### src/rtl/param_data_mem.sv
// Parametrised data memory for matrix operand/result storage.
// Registered 1-cycle reads with a valid strobe, an inclusive read-address bound,
// and a sequential clear sweep (one word per cycle) so the array maps onto block RAM.
// Optional build macro PARAM_DATA_MEM_BYPASS_EN: a same-cycle write/read to one
// address returns the new write data (write-first); without it the old word is returned.
module param_data_mem #(
  parameter int unsigned           WIDTH     = 18,
  parameter int unsigned           DEPTH     = 32,
  parameter logic [WIDTH-1:0]      CLEAR_VAL = '0,
  localparam int unsigned          AW        = $clog2(DEPTH)
) (
  input  logic             clk,
  input  logic             rst,
  input  logic             clear,
  input  logic [WIDTH-1:0] data_in,
  input  logic [AW-1:0]    wr_addr,
  input  logic             mem_write,
  input  logic [AW-1:0]    rd_addr,
  input  logic             mem_read,
  input  logic [AW-1:0]    rd_limit,
  output logic [WIDTH-1:0] out,
  output logic             out_valid,
  output logic             busy
);

  localparam logic [AW-1:0] LAST_ADDR = AW'(DEPTH - 1);

  typedef enum logic {
    S_CLEAR = 1'b0,
    S_RUN   = 1'b1
  } state_t;

  state_t           r_state, w_state_nxt;
  logic [AW-1:0]    r_clr_ptr, w_clr_ptr_nxt;
  logic [WIDTH-1:0] r_mem [DEPTH];
  logic [WIDTH-1:0] r_out;
  logic             r_out_valid;

  logic             w_run;
  logic             w_wr_go;
  logic             w_rd_go;
  logic             w_we;
  logic [AW-1:0]    w_waddr;
  logic [WIDTH-1:0] w_wdata;
  logic [WIDTH-1:0] w_rd_data;

  // In RUN, a clear request takes priority and drops any same-cycle access.
  assign w_run   = (r_state == S_RUN);
  assign w_wr_go = w_run && mem_write && !clear;
  assign w_rd_go = w_run && mem_read  && !clear;

  // Single shared write port: the sweep and user writes never overlap in time.
  assign w_we    = rst && ((r_state == S_CLEAR) || w_wr_go);
  assign w_waddr = w_run ? wr_addr : r_clr_ptr;
  assign w_wdata = w_run ? data_in : CLEAR_VAL;

`ifdef PARAM_DATA_MEM_BYPASS_EN
  logic w_collide;
  assign w_collide = w_wr_go && (wr_addr == rd_addr);
  assign w_rd_data = w_collide ? data_in : r_mem[rd_addr];
`else
  assign w_rd_data = r_mem[rd_addr];
`endif

  // State and sweep pointer register.
  always_ff @(posedge clk) begin
    if (!rst) begin
      r_state   <= S_CLEAR;
      r_clr_ptr <= '0;
    end else begin
      r_state   <= w_state_nxt;
      r_clr_ptr <= w_clr_ptr_nxt;
    end
  end

  // Next-state logic: sweep every address once, then serve accesses until cleared.
  always_comb begin
    w_state_nxt   = r_state;
    w_clr_ptr_nxt = r_clr_ptr;
    unique case (r_state)
      S_CLEAR: begin
        w_clr_ptr_nxt = r_clr_ptr + 1'b1;
        if (r_clr_ptr == LAST_ADDR) begin
          w_state_nxt = S_RUN;
        end
      end
      S_RUN: begin
        if (clear) begin
          w_state_nxt   = S_CLEAR;
          w_clr_ptr_nxt = '0;
        end
      end
      default: begin
        w_state_nxt   = S_CLEAR;
        w_clr_ptr_nxt = '0;
      end
    endcase
  end

  // Array write port; no reset so it stays inferable as block RAM.
  always_ff @(posedge clk) begin
    if (w_we) begin
      r_mem[w_waddr] <= w_wdata;
    end
  end

  // Registered read with bound check; out holds when no read is accepted.
  always_ff @(posedge clk) begin
    if (!rst) begin
      r_out       <= '0;
      r_out_valid <= 1'b0;
    end else if (w_rd_go) begin
      r_out_valid <= 1'b1;
      r_out       <= (rd_addr <= rd_limit) ? w_rd_data : '0;
    end else begin
      r_out_valid <= 1'b0;
    end
  end

  assign out       = r_out;
  assign out_valid = r_out_valid;
  assign busy      = (r_state == S_CLEAR);

endmodule
### config.mk
export PLATFORM = sky130hd
export DESIGN_NAME = param_data_mem
export DESIGN_NICKNAME = d
export VERILOG_FILES = /design/src/rtl/param_data_mem.sv
export SDC_FILE = /design/constraint.sdc
export NUM_CORES = 1
export LEC_CHECK = 0
export CELL_PAD_IN_SITES_DETAIL_PLACEMENT = 1
export CELL_PAD_IN_SITES_GLOBAL_PLACEMENT = 1
export CORE_MARGIN = 3
export CORE_UTILIZATION = 54
export CTS_CLUSTER_SIZE = 30
export DETAILED_ROUTE_END_ITERATION = 10
export PLACE_DENSITY = 0.75
export SYNTH_ARGS = -nofsm -noshare
export SYNTH_HDL_FRONTEND = slang
export SYNTH_SLANG_ARGS = --single-unit
### constraint.sdc
create_clock -name clk -period 3.69 [get_ports clk]
set_clock_uncertainty 0.15 [all_clocks]
set_input_delay 0.738 -clock clk [delete_from_list [all_inputs] [get_ports clk]]
set_output_delay 0.738 -clock clk [all_outputs]
set_load 0.1 [all_outputs]
---- After elaboration in Yosys (flattened, before gate mapping) ----
Memories as Yosys holds them, arrays and structs flattened.
Index checks and enable logic that the tools add are counted.
word-level totals
  bits in writable memories ............... 576
  register bits after elaboration ......... 25
  logic and storage cells ................. 28
  output and inout bits ................... 20
  memories ................................ 1
memory list
  memory  words  width  rd ports  clocked after Yosys merged registers in  write ports  RTL line  source
  r_mem   32     18     1         0                                        1            35        logic [WIDTH-1:0] r_mem [DEPTH];
cells by class
  reductions and logical operators ........ 7
  magnitude comparators ................... 1
  equal/unequal tests ..................... 2
  bitwise logic cells ..................... 1
  multiplexer cells ....................... 11
  add/sub/neg operators ................... 1
operator list
  operator                                                        count
  18-bit two-way mux                                              2
  5-bit two-way mux                                               2
  5-bit case mux with 2 select lines                              1
  5-bit by 1-bit adder with 5-bit output (second input constant)  1
  5-bit == test (second input constant)                           1
  5-bit <= comparator                                             1
  1-bit logical AND                                               5
  1-bit two-way mux                                               5
  2-bit inequality test (second input constant)                   1
  1-bit case mux with 2 select lines                              1
  1-bit logical NOT                                               1
  1-bit logical OR                                                1
  1-bit inverter                                                  1

---- Logic depth before layout (Yosys ltp) ----
Gate-level depths: netlist of run 1.
  depth in word-level cells ............... 6
  gate-level depth with buffers ........... 14

---- Worst setup path after synthesis of run 1 ----
No wires, ideal clock.
  path type ............................... register to register
  start ................................... reg r_state
  end ..................................... mem r_mem[0][0] (enable)
  setup time .............................. 393 ps
  setup slack ............................. 181 ps
  clock period less this slack ............ 3509 ps
  cell stages (with the launch flop) ...... 8
  path buffers ............................ 2
  arrival ................................. 2967 ps
  cells stage by stage .................... dfxtp_1 buf_4 clkinv_1 nor4b_1 o21ai_0 or2_2 buf_2 nor2_1
on the way
  elaborated cells on any way between the ends .. 8
RTL lines
  what                                     RTL line  source
  start: declaration                       33        state_t r_state, w_state_nxt;
  start signal: assignment                 71        r_state <= w_state_nxt;
  1-bit inverter                           --
  named net busy                           23        output logic busy
  1-bit logical OR                         53        assign w_we = rst && ((r_state == S_CLEAR) || w_wr_go);
  1-bit logical AND                        53
  1-bit two-way mux                        102       if (w_we) begin
  1-bit two-way mux (implied by the code)  103       r_mem[w_waddr] <= w_wdata;
  end: declaration                         35
The timed path passes the listed nets, and every way through them passes these cells.

---- Worst setup path in the final report of run 1 ----
  start ................................... reg r_out[15], in the netlist out[15]
  end ..................................... out out[15]
RTL lines
  what                      RTL line  source
  start: declaration        36        logic [WIDTH-1:0] r_out;
  start signal: assignment  114       r_out <= (rd_addr <= rd_limit) ? w_rd_data : '0;
  end: declaration          21        output logic [WIDTH-1:0] out,
No word-level cell between the ends.

==> key figures, run 1 <==
Status
  – Status: completed

Logic synthesis
  – Most common library cells after synthesis: edfxtp_1, mux2i_1, mux4_2, nand2_1, nor2_1
  – Synth top area cells: edfxtp_1, mux4_2, mux2i_1, dfxtp_1, nand2_1
  – Post-synth EDFFs: 576
  – Post-Synth Simple-Gate Area: 0.04378
  – Synth Flop Type: edfxtp_1
  – Netlist cell types: 52
  – Mapped Avg Cell Area: 18.86 sq um
  – Synth async-reset ratio: 0
  – Count leader, synth: edfxtp_1
  – Yosys top cell area share: 0.7300
  – Post-Synth XOR/XNOR Area: 0
  – Main combinational cell family by area after synthesis: multiplexers
  – Syn Inst Count: 1256
  – Mapped Area: 23690 sq um
  – Yosys warns: 0
  – Synthesis-stage register bit count: 601
  – Largest area contributor in the netlist: edfxtp_1
  – Sequential area share after synthesis: 0.7512
  – Mux cell area share after synthesis: 0.1389
  – Net Count, Synth: 1301
  – Post-Synth Adder-Cell Area: 0.003697
  – Compound-gate portion of the synthesized area: 0.04040

Worst setup path
  – Path depth of the worst reg2reg path: 6
  – Type of the worst setup path: reg2out
  – Critical-path cell list: clkdlybuf4s50_1
  – Crit. End Element: primary output
  – Max stage delay on crit path: 1170 ps
  – Crit-path slowest cell: clkdlybuf4s50_1
  – CP startpoint kind: register
  – Buf/Inv on CP: 1
  – Worst EP required: 2800 ps
  – Critical R2R Capture: r_mem[3][3]
  – Worst R2R Setup Slack: 990 ps
  – Critical path peak fanout: 2
  – Delay-heaviest family, CP: buffers and inverters
  – RR Startpoint: r_state
  – WP data arrival: 2200 ps

Final layout
  – Util after Layout: 0.6326
  – Fin nets: 1425
  – Fillers: 3690
  – Share of cells above drive strength 1: 0.2250
  – Area Overhead vs Synth: 15.26%

Clocking
  – Clk buf depth: 3
  – Clock root buffer master: clkbuf_16
  – Cts hold-fix bufs: 0
  – Clk slew on worst S/H paths: 70 ps
  – CTS tree: yes
  – H-tree levels: 2
  – CTS buffer count: 59
  – Clock sink count: 601
  – Post-cts sizing count: 0
  – Clk Latency, worst-skew pair: 620 ps
  – Setup repair bufs after CTS: 0

Timing
  – Worst Tran Pin Value: 984.8 ps
  – Unrepaired setup endpoints after global routing: false
  – Final Max Slew Viols: 0
  – Setup TNS: 0 ps
  – Slew margin rel.: 0.3414
  – Worst hold slack: 346.9 ps
  – Final Hold Fails: 0
  – Fin crit share: 0.8365
  – Max frequency: 0.3240 GHz
  – Setup violators final: 0
  – Min Tclk post-route: 3087 ps

Global routing
  – Initial antenna violation count: 2
  – GRT Util Overall: 0.2652
  – Largest net degree at the start of global routing: 71
  – Vias in the first global route: 13348
  – Total gr overflow: 0
  – First-pass GRT wire length: 90120 microns

Place
  – RD Place Congestion: 0.8705
  – Port bufs: 57
  – DP HPWL: 37610 microns

Flow run
  – Max-Cap Viols: 0

Power
  – Max VDD drop: 0.3457 mV
  – Pwr Density: 515.1 nW/um^2
  – Leak pwr: 0.009645 uW
  – Power, Total: 14070 uW

Worst hold path
  – Hold path endpoint: out[17]
  – Min-delay src: out[17]
  – Worst Hold Depth: 2
  – Class of the worst hold path: reg2reg

Die
  – Initial Util: 0.5488
  – Die width: 215.5 microns
  – Rows: 76
  – Die H: 215.5 microns
  – Die footprint: 46430 sq um
  – # IOs: 58
  – Core Region: 43170 sq um

Route
  – Via count: 12560
  – ANT nets after route: 0
  – Number of detailed-routing iterations run before antenna repair: 5
  – WL per Instance: 30.00 microns
  – DR vias/cell: 6.227
  – DRC viols: 0
  – Number of DRC markers in iteration 0: 1436
  – WL final: 60500 microns
-- area by class of cell --
| cell class | count | area (sq um) | share of cell area |
|---|---|---|---|
| inverters | 10 | 37.54 | 0.001375 |
| diodes | 1 | 2.502 | 0.00009163 |
| clock inverters | 35 | 326.6 | 0.01196 |
| clock buffers | 77 | 1658 | 0.06071 |
| well taps | 585 | 732.0 | 0.02680 |
| flip-flops and latches | 601 | 17800 | 0.6517 |
| repair buffers | 142 | 1321 | 0.04838 |
| multi-input cells | 566 | 5434 | 0.1990 |
-- flip-flops by register name, summed over array words and instances (netlist names) --
name / count
out_valid: 1
r_mem: 576
r_clr_ptr: 5
out: 18
r_state: 1
-- per-layer routing --
| layer | routed length, microns | share of wire | global-route usage | vias up |
|---|---|---|---|---|
| met2 | 29080 | 0.48 | 0.4252 | 510 |
| met4 | 1817 | 0.030 | 0.08218 | 0 |
| met3 | 4098 | 0.068 | 0.04421 | 83 |
| li1 | - | - | - | 5322 |
| met1 | 25500 | 0.42 | 0.3806 | 6645 |
| met5 | 0 | 0 | 0 | - |
-- metrics by stage --
stage	instance area, sq um	instances	worst slack [ps]
6_report	27310	2017	603.4
5_1_grt	27310	2016	576.6
4_1_cts	27310	2016	580.7
3_5_place_dp	25320	1904	296.3
3_3_place_gp	25320	1904	483.1
2_1_floorplan	23690	1256	180.9
-- how the worst max path moves through the flow --
stage	from	endpoint	slack, ps	cells after the start
2_1_floorplan	r_state	r_mem[0][0]	180	7
3_3_place_gp	clear	r_mem[19][15]	480	6
3_5_place_dp	clear	r_mem[11][0]	300	6
4_1_cts	out[15]	out[15]	580	1
5_1_grt	out[15]	out[15]	580	1
6_report	out[15]	out[15]	600	1
-- cells by family (layout without fill, tap and decap cells) --
| logic type | Yosys count | after routing |
|---|---|---|
| muxes | 211 | 211 |
| buffers and inverters | 89 | 264 |
| adders and majority gates | 7 | 7 |
| other | 0 | 1 |
| DFF | 601 | 601 |
| and+or+nand+nor | 225 | 225 |
| AOI/OAI and AO/OA | 123 | 123 |
-- cell usage in the layout (no fill, tap or decap), types with 4 or more instances in the layout --
| cell | count |
|---|---|
| and2_1 | 19 |
| nand2b_1 | 5 |
| nor2_1 | 47 |
| clkbuf_1 | 10 |
| bufinv_16 | 5 |
| a211o_1 | 6 |
| o22ai_1 | 18 |
| mux4_2 | 92 |
| o32ai_1 | 4 |
| nor2_2 | 24 |
| clkdlybuf4s50_1 | 45 |
| mux2i_1 | 108 |
| o221ai_1 | 17 |
| clkbuf_8 | 5 |
| o211ai_1 | 34 |
| a221oi_1 | 17 |
| nand3_1 | 13 |
| dfxtp_1 | 25 |
| clkbuf_16 | 62 |
| edfxtp_1 | 576 |
| clkinv_1 | 7 |
| nand4_1 | 8 |
| nand2_1 | 79 |
| clkinv_2 | 15 |
| buf_12 | 11 |
| o2111ai_1 | 8 |
| ha_1 | 7 |
| a21oi_1 | 5 |
| buf_4 | 83 |
| nor2b_1 | 13 |
| mux2_2 | 10 |
| clkinvlp_4 | 6 |
| o21ai_0 | 5 |
| inv_1 | 9 |
| and3_1 | 4 |
-- worst register-to-register path: stages (launching register included) --
cell      delay (ps)
dfxtp_1          330
buf_4            310
nand4b_1         150
a21boi_0         310
nand2_1          510
nor2_1           300
buf_4            310
-- power by group --
| group | switching [uW] | internal (uW) |
|---|---|---|
| registers | 13.8 | 7400 |
| logic | 343 | 248 |
| clock network | 2540 | 3520 |
| total | 2900 | 11200 |
Power figures use the tool's default switching activity.
==> run 2: changes to the inputs <==
- CORE_UTILIZATION: 54 -> 49
- PLACE_DENSITY: 0.75 -> 0.72
- clock period: 3.69 -> 2.7 ns (I/O delays scaled with it)
==> run 2 against run 1 <==
Register-to-register slack worse by 690 ps. Power increased by 35%. Critical endpoint is now r_mem[30][3]. Sequential power grew 36%. Largest power group unchanged. Global-route usage is 1.9 points lower.
==> key figures, run 2 (synthesis gave the netlist of run 1 again) <==
Global routing
  – First-pass GRT wire length: 90280 microns
  – Total gr overflow: 0
  – Initial antenna violation count: 1
  – Vias in the first global route: 13352
  – GRT Util Overall: 0.2458
  – Largest net degree at the start of global routing: 71

Final layout
  – Biggest register: r_mem
  – Fin nets: 1453
  – Multi-input combinational cell area: 5454 sq um
  – Most frequent cells in the layout: edfxtp_1, mux2i_1, mux4_2
  – Commonest non-fill, non-tap cell in the layout: edfxtp_1
  – Reg area: 17800 sq um
  – Largest register FFs: 576
  – Antenna diodes: 0
  – Share of cells above drive strength 1: 0.2428
  – Fillers: 4028
  – Area Overhead vs Synth: 17.79%
  – Final instance area: 27910 sq um

Worst hold path
  – Class of the worst hold path: reg2reg

Power
  – Leak pwr: 0.009885 uW
  – Pwr Density: 679.9 nW/um^2
  – Clock group share of total power: 0.419
  – Int Power: 15100 uW
  – P_sw: 3876 uW
  – Gate power share: 0.047
  – Sequential share of power: 0.534
  – Max VDD drop: 0.5014 mV
  – Switching portion of total power: 0.2043

Die
  – Initial Util: 0.5025
  – Die width: 225.9 microns
  – Core Region: 47150 sq um
  – Rows: 79
  – Die footprint: 51030 sq um
  – Die H: 225.9 microns
  – # IOs: 58

Route
  – Via count: 12547
  – DR vias/cell: 6.076
  – ANT nets after route: 0
  – Number of DRC markers in iteration 0: 1470
  – WL per Instance: 29.69 microns
  – Number of detailed-routing iterations run before antenna repair: 6
  – DRC viols: 0
  – WL final: 61320 microns

Clocking
  – Post-cts sizing count: 0
  – Clock root buffer master: clkbuf_16
  – Clk slew on worst S/H paths: 60 ps
  – H-tree levels: 2
  – CTS tree: yes
  – Setup repair bufs after CTS: 0
  – Cts hold-fix bufs: 0
  – CTS buffer count: 60
  – Clock sink count: 601
  – Clk buf depth: 3
  – Clk Latency, worst-skew pair: 620 ps

Place
  – Dpl ws: -259.3 ps
  – RD Place Congestion: 0.8781
  – Placed cell areas: 26030 sq um
  – DP HPWL: 38470 microns
  – Port bufs: 57

Worst setup path
  – Type of the worst setup path: reg2reg
  – Worst EP required: 2850 ps
  – Crit path top cell by count: buf_4
  – Max stage delay on crit path: 370 ps
  – Critical path peak fanout: 20
  – Critical-path cell list: buf_4 -> nand4b_1 -> a21boi_0 -> nand2b_1 -> buf_4 -> nor2_2 -> buf_4
  – CP startpoint kind: register
  – WP data arrival: 2550 ps
  – Worst R2R Setup Slack: 300 ps
  – Crit. End Element: register
  – Buf/Inv on CP: 3
  – Crit-path slowest cell: a21boi_0
  – Delay-heaviest family, CP: buffers and inverters

Timing
  – Max frequency: 0.4165 GHz
  – Final Max Slew Viols: 0
  – Min Tclk post-route: 2401 ps
  – Setup violators final: 0
  – Unrepaired setup endpoints after global routing: false
  – Final worst setup slack: 299.2 ps
  – Fin crit share: 0.8892
  – Setup TNS: 0 ps
  – Worst Tran Pin Value: 1342 ps
  – Worst hold slack: 338.3 ps
  – Final Hold Fails: 0
  – Slew margin rel.: 0.1037

Status
  – Status: completed

Flow run
  – Max-Cap Viols: 0
==> run 2: through the flow <==
stage               power (uW)    util  instances
CTS                      19120  0.5919       2065
finish                   18980  0.5919       2065
floorplan                10860       -       1256
detailed placement       11210  0.5521       1953
global route             19550  0.5919       2065
global placement         11190  0.5521       1953
==> run 2: power by group through the flow <==
stage,logic [uW],clock network [uW],registers [uW]
2_1_floorplan,540,0,10300
3_3_place_gp,864,0,10300
3_5_place_dp,880,0,10300
4_1_cts,886,8100,10100
5_1_grt,942,8470,10100
6_report,883,7960,10100
==> run 2: tightest hold or removal path, stage by stage, from the launching register on <==
cell and delay [ps]:
dfxtp_1 310, nand2_1 60, o211ai_1 70
==> run 2: worst paths after layout <==
check,start,depth (start not counted),endpoint
max,r_state,7,r_mem[30][3]
min,out[4],2,out[4]
max reg2reg,r_state,7,r_mem[30][3]
min reg2reg,out[4],2,out[4]
==> run 2: metal layers <==
metal	global-route usage	wire length, microns
met1	0.3531	26520
met4	0.08405	1885
met2	0.3888	29230
met3	0.03939	3678
met5	0	0
==> run 2: layout make-up <==
cell class | instances | area share
multi-input combinational | 566 | 0.1954
tap | 607 | 0.02721
sequential | 601 | 0.6377
inverter | 10 | 0.001390
timing repair buffer | 169 | 0.07102
clock inverter | 28 | 0.008742
clock buffer | 84 | 0.05851
==> run 3: changes to the inputs <==
- CAP_MARGIN: unset -> 15
==> run 3 against run 2 <==
Final cell count hardly changed. Clock power barely moved. Critical path type unchanged. Routed wire length is essentially flat. Combinational power is essentially flat. Final area about the same.
==> key figures, run 3 (synthesis gave the netlist of run 1 again) <==
Place
  – Port bufs: 57
  – Placed cell areas: 26030 sq um
  – DP HPWL: 38470 microns
  – Cells after DPL: 1953
  – RD Place Congestion: 0.8781

Worst setup path
  – Crit. End Element: register
  – CP startpoint kind: register
  – Worst EP required: 2860 ps
  – Worst R2R Setup Slack: 290 ps
  – RR Startpoint: r_state
  – Critical R2R Capture: r_mem[20][3]
  – Critical Path Sink: r_mem[20][3]
  – Critical-path cell list: buf_4 -> mux2_2 -> or2_2 -> nor2_2 -> buf_12
  – Path depth of the worst reg2reg path: 5
  – Max stage delay on crit path: 480 ps
  – Crit-path slowest cell: or2_2
  – WP data arrival: 2560 ps
  – Type of the worst setup path: reg2reg
  – Critical path peak fanout: 20
  – Origin of the worst setup path: r_state

Timing
  – Final Max Slew Viols: 0
  – Worst hold slack: 336.2 ps
  – Unrepaired setup endpoints after global routing: false
  – Min Tclk post-route: 2405 ps
  – Final Hold Fails: 0
  – Setup violators final: 0
  – Max frequency: 0.4158 GHz
  – Fin crit share: 0.8908
  – Worst Tran Pin Value: 604.2 ps
  – Slew margin rel.: 0.5972

Clocking
  – CTS tree: yes
  – Clock sink count: 601
  – Setup repair bufs after CTS: 0
  – Post-cts sizing count: 0
  – Cts hold-fix bufs: 0
  – Clk buf depth: 3
  – Clock root buffer master: clkbuf_16
  – Clk Latency, worst-skew pair: 620 ps
  – Clk slew on worst S/H paths: 60 ps
  – H-tree levels: 2
  – CTS buffer count: 60

Power
  – P_sw: 3885 uW
  – Gate power share: 0.047
  – Leak pwr: 0.009890 uW
  – Pwr Density: 680.1 nW/um^2
  – Max VDD drop: 0.5018 mV
  – Int Power: 15100 uW
  – Sequential share of power: 0.534
  – Switching portion of total power: 0.2047
  – Clock group share of total power: 0.420

Global routing
  – Largest net degree at the start of global routing: 71
  – GRT Util Overall: 0.2458
  – Grt peak-use layer: met2
  – GRT met2 Usage: 0.3888
  – First-pass GRT wire length: 90280 microns
  – Total gr overflow: 0
  – Initial antenna violation count: 1
  – Met1 usage: 0.3531
  – Vias in the first global route: 13352
  – GRT met3 Usage: 0.03939

Final layout
  – Final instance area: 27920 sq um
  – Fin nets: 1454
  – Post-Layout Cell Count: 2066
  – Biggest register: r_mem
  – Largest register FFs: 576
  – Commonest non-fill, non-tap cell in the layout: edfxtp_1
  – Most frequent cells in the layout: edfxtp_1, mux2i_1, mux4_2
  – Area Overhead vs Synth: 17.82%
  – Util after Layout: 0.5921
  – Antenna diodes: 0
  – Share of cells above drive strength 1: 0.2433

Die
  – Die width: 225.9 microns
  – Rows: 79
  – Core Region: 47150 sq um
  – Die H: 225.9 microns
  – # IOs: 58
  – Initial Util: 0.5025
  – Die footprint: 51030 sq um

Flow run
  – Max-Cap Viols: 0

Status
  – Status: completed

Route
  – WL per Instance: 29.70 microns
  – DRC viols: 0
  – Number of detailed-routing iterations run before antenna repair: 5
  – ANT nets after route: 0
  – Number of DRC markers in iteration 0: 1363
  – WL final: 61360 microns
  – DR vias/cell: 6.093
  – Via count: 12588

Worst hold path
  – Class of the worst hold path: reg2reg
==> run 3: changes by cell type in the layout (fill, tap and decap cells not counted), sizes merged <==
cell | previous run | this run
buf | 136 | 137
==> run 3: cell type report <==
| type | instances | area [sq um] |
|---|---|---|
| Sequential cell | 601 | 17800 |
| Clock inverter | 28 | 244.0 |
| Clock buffer | 84 | 1633 |
| Timing Repair Buffer | 170 | 1989 |
| Multi-Input combinational cell | 566 | 5454 |
| Fill cell | 4028 | 19230 |
| Tap cell | 607 | 759.5 |
| Inverter | 10 | 38.79 |
==> run 3: worst min-delay path by stage <==
stage	startpoint	endpoint	slack, ps	cells after the start
after floorplan	r_clr_ptr[0]	r_clr_ptr[0]	380	2
after global placement	out[4]	out[4]	320	2
after detailed placement	out[4]	out[4]	330	2
after CTS	out[4]	out[4]	340	2
after global routing	out[14]	out[14]	370	2
final	out[4]	out[4]	340	2
==> run 3: worst max-delay path: cells and delay by family (launching register included) <==
kind	cells	cell delay (ps)
flops	1	350
mux	1	420
simple gates	2	710
buf+inv	2	470
==> run 3: power by group through the flow <==
stage                     clock (uW)  sequential, uW  combinational [uW]
after floorplan                    0           10300                 540
final                           7970           10100                 883
after global routing            8470           10100                 943
after detailed placement           0           10300                 880
after global placement             0           10300                 864
after CTS                       8100           10100                 886
==> run 3: per-stage QoR <==
stage	setup TNS (ps)	setup slack (ps)	total power, uW
6_report	0	294.9	18980
5_1_grt	0	139.3	19550
4_1_cts	0	268.1	19120
3_5_place_dp	-24450	-259.3	11210
3_3_place_gp	-20860	-259.2	11190
2_1_floorplan	-26900	-111.1	10860
==> run 3: metal layers <==
metal  wire length [microns]  up-vias  share of wire
met2                   29120      506           0.47
met4                    1960        0          0.032
met5                       0        -              0
li1                        -     5382              -
met1                   25800     6615           0.42
met3                    4482       85          0.073
